### src/rtl/acc_delta_decoder.sv
// Recovers per-step increments from a stream of wrapped accumulator values.
// Each delta is the modulo-2^BUS_WIDTH difference between consecutive accepted samples, buffered in a small FIFO.
module acc_delta_decoder #(
    parameter int BUS_WIDTH = 4,
    parameter int DEPTH     = 4
) (
    input  logic                     i_clk,
    input  logic                     i_arst_n,
    input  logic                     i_clear,
    input  logic                     i_valid,
    input  logic [BUS_WIDTH-1:0]     i_acc,
    output logic                     o_ready,
    output logic                     o_valid,
    output logic [BUS_WIDTH-1:0]     o_delta,
    input  logic                     i_ready,
    output logic                     o_primed,
    output logic [$clog2(DEPTH):0]   o_count
);

    localparam int PW = $clog2(DEPTH);
    localparam logic [PW:0] DEPTH_C = (PW+1)'(DEPTH);

    typedef enum logic {
        ST_UNPRIMED = 1'b0,
        ST_RUN      = 1'b1
    } state_t;

    state_t               state_r;
    state_t               state_nxt_s;
    logic [BUS_WIDTH-1:0] prev_r;
    logic [BUS_WIDTH-1:0] prev_nxt_s;
    logic [BUS_WIDTH-1:0] mem_r [DEPTH];
    logic [PW-1:0]        wr_ptr_r;
    logic [PW-1:0]        rd_ptr_r;
    logic [PW:0]          count_r;
    logic                 accept_s;
    logic                 push_s;
    logic                 pop_s;
    logic [BUS_WIDTH-1:0] delta_s;

    assign o_ready  = (count_r < DEPTH_C);
    assign o_valid  = (count_r != {(PW+1){1'b0}});
    assign o_primed = (state_r == ST_RUN);
    assign o_count  = count_r;
    // Mask the head entry when empty so stale storage never leaks out.
    assign o_delta  = o_valid ? mem_r[rd_ptr_r] : {BUS_WIDTH{1'b0}};

    assign accept_s = i_valid & o_ready & ~i_clear;
    assign pop_s    = o_valid & i_ready & ~i_clear;
    assign delta_s  = i_acc - prev_r;

    // Next-state logic: first accepted sample primes, later ones push a delta.
    always_comb begin
        state_nxt_s = state_r;
        prev_nxt_s  = prev_r;
        push_s      = 1'b0;
        if (i_clear) begin
            state_nxt_s = ST_UNPRIMED;
        end else begin
            case (state_r)
                ST_UNPRIMED: begin
                    if (accept_s) begin
                        prev_nxt_s  = i_acc;
                        state_nxt_s = ST_RUN;
                    end else begin
                        state_nxt_s = ST_UNPRIMED;
                    end
                end
                ST_RUN: begin
                    if (accept_s) begin
                        push_s     = 1'b1;
                        prev_nxt_s = i_acc;
                    end else begin
                        push_s     = 1'b0;
                    end
                end
                default: begin
                    state_nxt_s = ST_UNPRIMED;
                end
            endcase
        end
    end

    // State and reference-value registers.
    always_ff @(posedge i_clk or negedge i_arst_n) begin
        if (!i_arst_n) begin
            state_r <= ST_UNPRIMED;
            prev_r  <= {BUS_WIDTH{1'b0}};
        end else begin
            state_r <= state_nxt_s;
            prev_r  <= prev_nxt_s;
        end
    end

    // FIFO pointers and occupancy; clear flushes without touching storage.
    always_ff @(posedge i_clk or negedge i_arst_n) begin
        if (!i_arst_n) begin
            wr_ptr_r <= {PW{1'b0}};
            rd_ptr_r <= {PW{1'b0}};
            count_r  <= {(PW+1){1'b0}};
        end else if (i_clear) begin
            wr_ptr_r <= {PW{1'b0}};
            rd_ptr_r <= {PW{1'b0}};
            count_r  <= {(PW+1){1'b0}};
        end else begin
            if (push_s) begin
                wr_ptr_r <= wr_ptr_r + PW'(1);
            end else begin
                wr_ptr_r <= wr_ptr_r;
            end
            if (pop_s) begin
                rd_ptr_r <= rd_ptr_r + PW'(1);
            end else begin
                rd_ptr_r <= rd_ptr_r;
            end
            case ({push_s, pop_s})
                2'b10:   count_r <= count_r + (PW+1)'(1);
                2'b01:   count_r <= count_r - (PW+1)'(1);
                default: count_r <= count_r;
            endcase
        end
    end

    // FIFO storage.
    always_ff @(posedge i_clk or negedge i_arst_n) begin
        if (!i_arst_n) begin
            for (int i = 0; i < DEPTH; i++) begin
                mem_r[i] <= {BUS_WIDTH{1'b0}};
            end
        end else if (push_s) begin
            mem_r[wr_ptr_r] <= delta_s;
        end else begin
            mem_r[wr_ptr_r] <= mem_r[wr_ptr_r];
        end
    end

endmodule

### config.mk
export PLATFORM = sky130hd
export DESIGN_NAME = acc_delta_decoder
export DESIGN_NICKNAME = d
export VERILOG_FILES = /design/src/rtl/acc_delta_decoder.sv
export SDC_FILE = /design/constraint.sdc
export NUM_CORES = 1
export LEC_CHECK = 0
export CAP_MARGIN = 40
export CORE_MARGIN = 4
export CORE_UTILIZATION = 49
export DETAILED_ROUTE_END_ITERATION = 6
export GPL_ROUTABILITY_DRIVEN = 1
export PLACE_DENSITY_LB_ADDON = 0.08
export SLEW_MARGIN = 10
export SYNTH_ARGS = -nofsm -noshare
export SYNTH_HDL_FRONTEND = slang
export SYNTH_SLANG_ARGS = --single-unit
### constraint.sdc
create_clock -name i_clk -period 4.6 [get_ports i_clk]
set_input_delay 0.46 -clock i_clk [delete_from_list [all_inputs] [get_ports i_clk]]
set_output_delay 0.46 -clock i_clk [all_outputs]
set_load 0.05 [all_outputs]
==> impl_metrics.tcl, run 1 <==
set metrics [dict create \
    status "finished clean" \
    portBuffers 18 \
    leakage_uw 0.000743 \
    worstRegToRegCells 6 \
    multiInputGateArea_sq_um 812 \
    dieHeight_um 64.8 \
    drive_gt1_share_pct 15.4 \
    synth_top_cell_by_area "dfrtp_1" \
    syn_area_sq_um 1580 \
    grt_max_degree 29 \
    dieArea_sq_um 4200 \
    fmax_ghz 0.354 \
    globalplace.congestion 0.791 \
    ys_warn_count 0 \
    worst_pin_slew_ns 0.759 \
    vias 1088 \
    syn_inst 137 \
    num-fill-cells 279 \
    drc 0 \
    fin_skew_ns 0.00178 \
    required_ns 4.14 \
    cts_tree "built" \
    fin_util_pct 59.4 \
    wl_per_cell_um 15.1 \
    r2r_setup_slack_ns 2.43 \
    num_rows 20 \
    crit_family "simple AND/OR/NAND/NOR gates" \
    post_cts_buffers 0 \
    tns_ns 0 \
    cts_buffers 3 \
    crit_arrival_ns 2.37 \
    seqCellArea_sq_um 701 \
    antennaDiodeCount 0 \
    die_x_um 64.8 \
    syn_area_per_cell_sq_um 11.5 \
    cp-start-kind "flop" \
    ys_ff_latch 28 \
    ios 19 \
    wl_met3_um 103 \
    path_max_fanout 9 \
    rsz0062_at_grt "false" \
    clk_latency_ns 0.33 \
    syn2layout_area_growth_pct 15.8 \
    hp-class "in2async" \
    totalWireLength_um 3020 \
    grt_pass1_vias 1135 \
    grt_first_pass_wirelength_um 5400 \
    finalSetupViolations 0 \
    finalNetCount 175 \
    min_period_ns 2.83 \
    max_slew_margin_pct 49.0 \
    cp_num_buf_inv 1 \
    power_density_nw_per_um2 648 \
    endpoint_kind "output pin" \
    max-cap-violations 0 \
    post_cts_resized 0 \
    synth-main-ff-cell "dfrtp_1" \
    syn-num-nets 155 \
    synth-edff-count 0 \
    synth_seq_area_share_pct 44.3 \
    finalMaxSlewViolations 0 \
    grt.total_usage_pct 16.9 \
    first_pass_iters 4 \
    grt_overflow 0 \
    clkTransAtPathRegs_ns 0.15 \
    dr.max_layer_used "met4" \
    synthMostInstantiatedCell "dfrtp_1" \
    critPathKind "reg2out" \
    clock_sinks 28 \
    yosys.area.top_type_share_pct 44.3 \
    async_flop_share_pct 100 \
    hold_buffers 0 \
    dpl_cell_area_sq_um 1790 \
    start_util_pct 51.3 \
    fin_area_sq_um 1830 \
    yosysUniqueCellTypes 30 \
    dpl.hpwl_um 2370 \
    antenna_found_initial 0 \
    h-tree-depth 1 \
    period_share_pct 61.5 \
    cts_buffer_depth 2 \
    max_stage_delay_ns 0.73 \
    fp.coreArea_sq_um 3080 \
    synth_common_cells "dfrtp_1 (28), nor2_1 (18), a21oi_1 (13)" \
    drt_iter0_drc 57 \
    ir_worst_vdd_mv 0.213 \
    root_buffer "clkbuf_4" \
    cp_cell_sequence "nor3_1 > nor2b_1 > clkdlybuf4s50_1" \
    hold_viol 0 \
    crit_cells 3 \
    synth_top_cells_by_area "dfrtp_1 (44%), mux4_2 (11%), ha_1 (5.5%)" \
    met2_length_um 1540 \
    avgViaCountPerCell 5.44 \
    worst_path_max_delay_cell "clkdlybuf4s50_1" \
    wl_met1_um 1330 \
    ant_nets 0 \
]
metal layers:
layer  vias to the layer above  global-route usage, %
met5                         -                      0
met4                         0                   6.60
li1                        527                      -
met3                         5                   2.95
met2                        22                   28.7
met1                       534                   21.4
through the flow:
step	cells	hold WS, ns	power, uW	setup slack, ns
floorplan	137	0.164	890	2.43
global placement	196	0.472	1050	1.87
detailed placement	196	0.486	1080	1.77
CTS	200	0.484	1200	1.71
global route	200	0.487	1270	1.62
finish	200	0.482	1190	1.77
cells by family after synthesis:
group,Yosys count,synth area share (%)
AOI/OAI and AO/OA,24,9.10
xor gates and xnor gates,4,2.69
adders and majority gates,9,8.08
buffers and inverters,14,4.28
DFF,28,44.3
muxes,17,17.7
and+or+nand+nor,41,13.9
worst register-to-register path, delay by kind of cell (launching register included):
kind / cells / cell delay [ns]
AO/OA/AOI/OAI: 1 / 0.09
adder cells (fa/ha/maj): 1 / 0.40
flip-flops: 1 / 0.51
AND/OR/NAND/NOR: 4 / 1.07
cell type report:
type                       count  share of cell area, %
multi-input combinational     95                   44.4
sequential                    28                   38.3
timing repair buffer          19                   10.3
inverter                      10                   2.05
tap                           44                   3.01
clock buffer                   4                   1.98
power by group:
group          switching [uW]  leakage [uW]  internal, uW
Sequential               92.3      0.000324           330
Clock                    72.6     0.0000210          48.5
Combinational             362      0.000398           281
cell usage in the layout (no fill, tap or decap):
cell type         n
clkbuf_4          3
or3_1             2
o21ai_0           5
a31oi_1           4
xnor2_2           1
nor2_1           18
and3_1            1
nand3b_1          2
nand3_1           1
o31ai_4           1
o31ai_1           1
and4bb_1          1
nand2_1           4
a21oi_1          13
and2_1            1
inv_1            10
clkbuf_8          1
mux2i_1           2
buf_4             1
nor3_2            1
nand4bb_1         1
mux2_2            7
clkdlybuf4s50_1  18
xnor2_1           2
ha_1              7
nor3_1            4
dfrtp_1          28
xor2_1            1
mux4_2            8
nor3b_2           1
nor2b_1           4
fa_1              2
sequential cells by signal (all words and copies together), names as in the netlist:
signal    cells
mem_r        16
o_primed      1
wr_ptr_r      2
rd_ptr_r      2
o_count       3
prev_r        4
path summary, 6_finish.rpt:
| kind | startpoint | endpoint |
|---|---|---|
| max in group asynchronous | i_arst_n | mem_r[13] |
| setup / recovery | o_count[2] | o_delta[2] |
| hold reg to reg | prev_r[0] | prev_r[0] |
| min in group i_clk | prev_r[0] | prev_r[0] |
| hold / removal | i_arst_n | o_count[1] |
| setup reg to reg | o_count[2] | o_count[2] |
No activity file was read; power rests on OpenSTA's default activity.
==> inputs of run 2 (changes only) <==
==> constraint.sdc (replaced) <==
create_clock -name i_clk -period 2.65 [get_ports i_clk]
set_input_delay 0.265 -clock i_clk [delete_from_list [all_inputs] [get_ports i_clk]]
set_output_delay 0.265 -clock i_clk [all_outputs]
set_load 0.05 [all_outputs]
==> impl_metrics.tcl, run 2 (synthesis results as in run 1) <==
set metrics [dict create \
    grt_pass1_vias 1099 \
    portBuffers 18 \
    root_buffer "clkbuf_4" \
    worstRegToRegCells 6 \
    max-cap-violations 0 \
    clk_latency_ns 0.32 \
    tns_ns 0 \
    hold_buffers 0 \
    place_inst 199 \
    rr_endpoint "o_count[2]" \
    path_max_fanout 5 \
    syn2layout_area_growth_pct 17.2 \
    min_period_ns 2.49 \
    mostFrequentLayoutCells "dfrtp_1 (28), nor2_1 (18), clkdlybuf4s50_1 (18)" \
    cts_buffers 3 \
    grt_busiest_layer "met2" \
    met2_usage_pct 27.6 \
    clock_sinks 28 \
    groute.layer.met1.usage_pct 21.3 \
    leakage_uw 0.000758 \
    cts_tree "built" \
    crit_arrival_ns 2.22 \
    stdcell_count 203 \
    grt.total_usage_pct 16.1 \
    fin_skew_ns 0.00524 \
    worstReg2RegStart "o_count[2]" \
    dieArea_sq_um 4200 \
    num_rows 20 \
    power_density_nw_per_um2 1110 \
    critPathKind "reg2out" \
    multiInputGateArea_sq_um 812 \
    period_share_pct 93.9 \
    dpl.hpwl_um 2290 \
    finalMaxSlewViolations 0 \
    ant_nets 0 \
    totalWireLength_um 2960 \
    finalSetupViolations 0 \
    worst_slack_ns 0.161 \
    largest_reg_flops 16 \
    r2r_setup_slack_ns 0.59 \
    drive_gt1_share_pct 17.0 \
    worst_pin_slew_ns 0.505 \
    die_x_um 64.8 \
    grt_max_degree 29 \
    hold_viol 0 \
    num-fill-cells 269 \
    drc 0 \
    preCtsSetupSlack_ns 0.514 \
    first_pass_iters 4 \
    post_cts_buffers 0 \
    endpoint_kind "output pin" \
    wl_per_cell_um 14.6 \
    grt_overflow 0 \
    max_slew_margin_pct 66.2 \
    grtUsageMet3_pct 2.60 \
    post_cts_resized 0 \
    rsz0062_at_grt "false" \
    h-tree-depth 1 \
    start_util_pct 51.3 \
    status "finished clean" \
    cp-start-kind "flop" \
    final_common_cell "dfrtp_1" \
    clkTransAtPathRegs_ns 0.15 \
    fmax_ghz 0.402 \
    drt_iter0_drc 43 \
    globalplace.congestion 0.746 \
    cts_buffer_depth 2 \
    avgViaCountPerCell 5.33 \
    vias 1082 \
    grt_first_pass_wirelength_um 5190 \
    hp-class "in2async" \
    seqCellArea_sq_um 701 \
    dieHeight_um 64.8 \
    fp.coreArea_sq_um 3080 \
    antennaDiodeCount 0 \
    total_power_uw 2060 \
    antenna_found_initial 0 \
    ir_worst_vdd_mv 0.460 \
    required_ns 2.38 \
    finalNetCount 178 \
    ios 19 \
    top_register "mem_r" \
]
run 2: worst max-delay path, cell delays in order (launching register included):
cell and delay, ns:
dfrtp_1 0.54, mux4_2 0.53, nor2b_1 0.14, clkdlybuf4s50_1 0.70
run 2: final cells by class:
cell class / instances / share of cell area, %
well taps: 44 / 2.97
repair buffers: 22 / 11.4
multi-input cells: 95 / 43.9
flip-flops and latches: 28 / 37.8
clock buffers: 4 / 1.96
inverters: 10 / 2.03
run 2: how the worst max path moves through the flow:
stage | start | cells past startpoint | end
after CTS | rd_ptr_r[0] | 3 | o_delta[2]
after detailed placement | rd_ptr_r[0] | 3 | o_delta[2]
after global routing | rd_ptr_r[0] | 3 | o_delta[2]
after global placement | rd_ptr_r[0] | 3 | o_delta[2]
after floorplan | o_count[2] | 6 | o_count[2]
final | rd_ptr_r[0] | 3 | o_delta[2]
run 2: stage by stage:
step                cell area [sq um]  hold slack, ns  utilization [%]
finish                           1850           0.299             60.2
CTS                              1850           0.301             60.2
detailed placement               1820           0.481             59.0
floorplan                        1580         -0.0306                -
global placement                 1820           0.471             59.0
global route                     1850           0.316             60.2
run 2: per-layer routing:
layer | part of all wire (%) | wire length (um)
met2 | 50 | 1480
met4 | 0.44 | 13
met3 | 3.8 | 113
met5 | 0 | 0
met1 | 46 | 1350
run 2: power by group:
group	switching (uW)	internal [uW]
registers	154	573
clock network	122	84.0
logic	620	506
==> inputs of run 3 (changes only) <==
--- a/config.mk
+++ b/config.mk
@@ -7,9 +7,10 @@
 export LEC_CHECK = 0
 export CAP_MARGIN = 40
 export CORE_MARGIN = 4
-export CORE_UTILIZATION = 49
+export CORE_UTILIZATION = 55
 export DETAILED_ROUTE_END_ITERATION = 6
 export GPL_ROUTABILITY_DRIVEN = 1
+export GPL_TIMING_DRIVEN = 0
 export PLACE_DENSITY_LB_ADDON = 0.08
 export SLEW_MARGIN = 10
 export SYNTH_ARGS = -nofsm -noshare
==> impl_metrics.tcl, run 3 (synthesis results as in run 1) <==
set metrics [dict create \
    worst_slack_ns 0.229 \
    switchingPower_uw 913 \
    finalMaxSlewViolations 0 \
    grt_pass1_vias 1096 \
    dieArea_sq_um 3790 \
    num-fill-cells 226 \
    grt_overflow 0 \
    max_slew_margin_pct 58.7 \
    finalSetupViolations 0 \
    clk_latency_ns 0.34 \
    switching_share_pct 43.4 \
    crit_arrival_ns 2.16 \
    tns_ns 0 \
    drive_gt1_share_pct 16.9 \
    preCtsSetupSlack_ns 0.299 \
    dpl.hpwl_um 2190 \
    critPathKind "reg2out" \
    required_ns 2.38 \
    power_density_nw_per_um2 1130 \
    drt_iter0_drc 58 \
    crit_family "buffers and inverters" \
    r2r_setup_slack_ns 0.56 \
    first_pass_iters 4 \
    worstRegToRegCells 6 \
    syn2layout_area_growth_pct 17.5 \
    grt_max_degree 29 \
    power_frac_seq_pct 33.4 \
    path_max_fanout 5 \
    root_buffer "clkbuf_4" \
    totalWireLength_um 2960 \
    avgViaCountPerCell 5.73 \
    grt_first_pass_wirelength_um 5180 \
    max_stage_delay_ns 0.54 \
    globalplace.congestion 0.814 \
    ir_worst_vdd_mv 0.746 \
    cp-start-kind "flop" \
    post_cts_buffers 0 \
    antennaDiodeCount 0 \
    largest_reg_flops 16 \
    mostFrequentLayoutCells "dfrtp_1 (28), nor2_1 (18), a21oi_1 (13), clkdlybuf4s50_1 (13), inv_1 (10)" \
    total_power_uw 2110 \
    ant_nets 0 \
    finalNetCount 179 \
    worstReg2RegStart "o_count[2]" \
    leakage_uw 0.000780 \
    fin_skew_ns 0.0116 \
    fin_util_pct 67.3 \
    worst_path_max_delay_cell "mux4_2" \
    h-tree-depth 1 \
    cts_buffer_depth 2 \
    whs_ns 0.460 \
    final_common_cell "dfrtp_1" \
    die_x_um 61.6 \
    wl_per_cell_um 15.5 \
    cp_num_buf_inv 2 \
    cp_cell_sequence "clkbuf_1 > mux4_2 > nor2b_1 > dlygate4sd2_1" \
    fmax_ghz 0.413 \
    dieHeight_um 61.6 \
    internal_power_uw 1190 \
    pwr-share-comb_pct 52.8 \
    rr_endpoint "o_count[2]" \
    clock_sinks 28 \
    rsz0062_at_grt "false" \
    min_period_ns 2.42 \
    num_rows 19 \
    cts_tree "built" \
    hp-class "in2async" \
    clkTransAtPathRegs_ns 0.17 \
    clkPwrFrac_pct 13.8 \
    fp.coreArea_sq_um 2760 \
    portBuffers 18 \
    vias 1094 \
    grt.total_usage_pct 18.7 \
    max-cap-violations 0 \
    drc 0 \
    cts_buffers 3 \
    hold_viol 0 \
    endpoint_kind "output pin" \
    start_util_pct 57.3 \
    top_register "mem_r" \
    status "finished clean" \
    worst_pin_slew_ns 0.620 \
    ios 19 \
    antenna_found_initial 0 \
    period_share_pct 91.4 \
]
-- run 3: cell types whose count changed in the layout (fill, tap and decap cells not counted), sizes merged --
cell	change
clkbuf	+1
clkdlybuf4s50	-5
bufinv	+1
buf	-1
dlygate4sd2	+4
dlygate4sd3	+1
-- run 3: final cells by class --
type | count | area [sq um] | area share (%)
Clock buffer | 3 | 22.5 | 1.21
Clock inverter | 1 | 30.0 | 1.62
Sequential cell | 28 | 701 | 37.7
Buffer | 4 | 30.0 | 1.62
Timing Repair Buffer | 19 | 180 | 9.70
Inverter | 10 | 37.5 | 2.02
Multi-Input combinational cell | 95 | 817 | 44.0
Tap cell | 31 | 38.8 | 2.09
-- run 3: timing repair --
action | CTS | global route
endpoints found under the hold margin | 28 | 0
hold buffers | 1 | 0
endpoints found under the setup margin | 4 | 1
gates resized for setup | 4 | 1
-- run 3: layer usage --
metal | GRT usage (%) | part of all wire, % | wire, um
met5 | 0 | 0 | 0
met4 | 5.45 | 0.64 | 19
met3 | 1.89 | 2.8 | 84
met2 | 29.0 | 49 | 1450
met1 | 27.8 | 47 | 1400
-- run 3: how the worst max path moves through the flow --
stage	cells after the start	slack, ns	to	startpoint
final	4	0.23	o_delta[2]	rd_ptr_r[0]
after global routing	4	0.11	o_delta[2]	rd_ptr_r[0]
after CTS	3	0.04	o_valid	o_count[2]
after detailed placement	4	0.30	o_delta[2]	rd_ptr_r[0]
after global placement	4	0.31	o_delta[2]	rd_ptr_r[0]
after floorplan	6	0.48	o_count[2]	o_count[2]
-- run 3: through the flow --
stage / std cells / area [sq um]
CTS: 191 / 1850
global placement: 186 / 1800
detailed placement: 186 / 1790
global route: 191 / 1860
floorplan: 137 / 1580
finish: 191 / 1860
-- run 3: power groups by stage --
stage / logic [uW] / registers [uW] / clock network (uW)
2_1_floorplan: 800 / 745 / 0
3_5_place_dp: 1150 / 715 / 0
4_1_cts: 1120 / 702 / 292
3_3_place_gp: 1130 / 701 / 0
5_1_grt: 1220 / 731 / 316
6_report: 1110 / 703 / 290
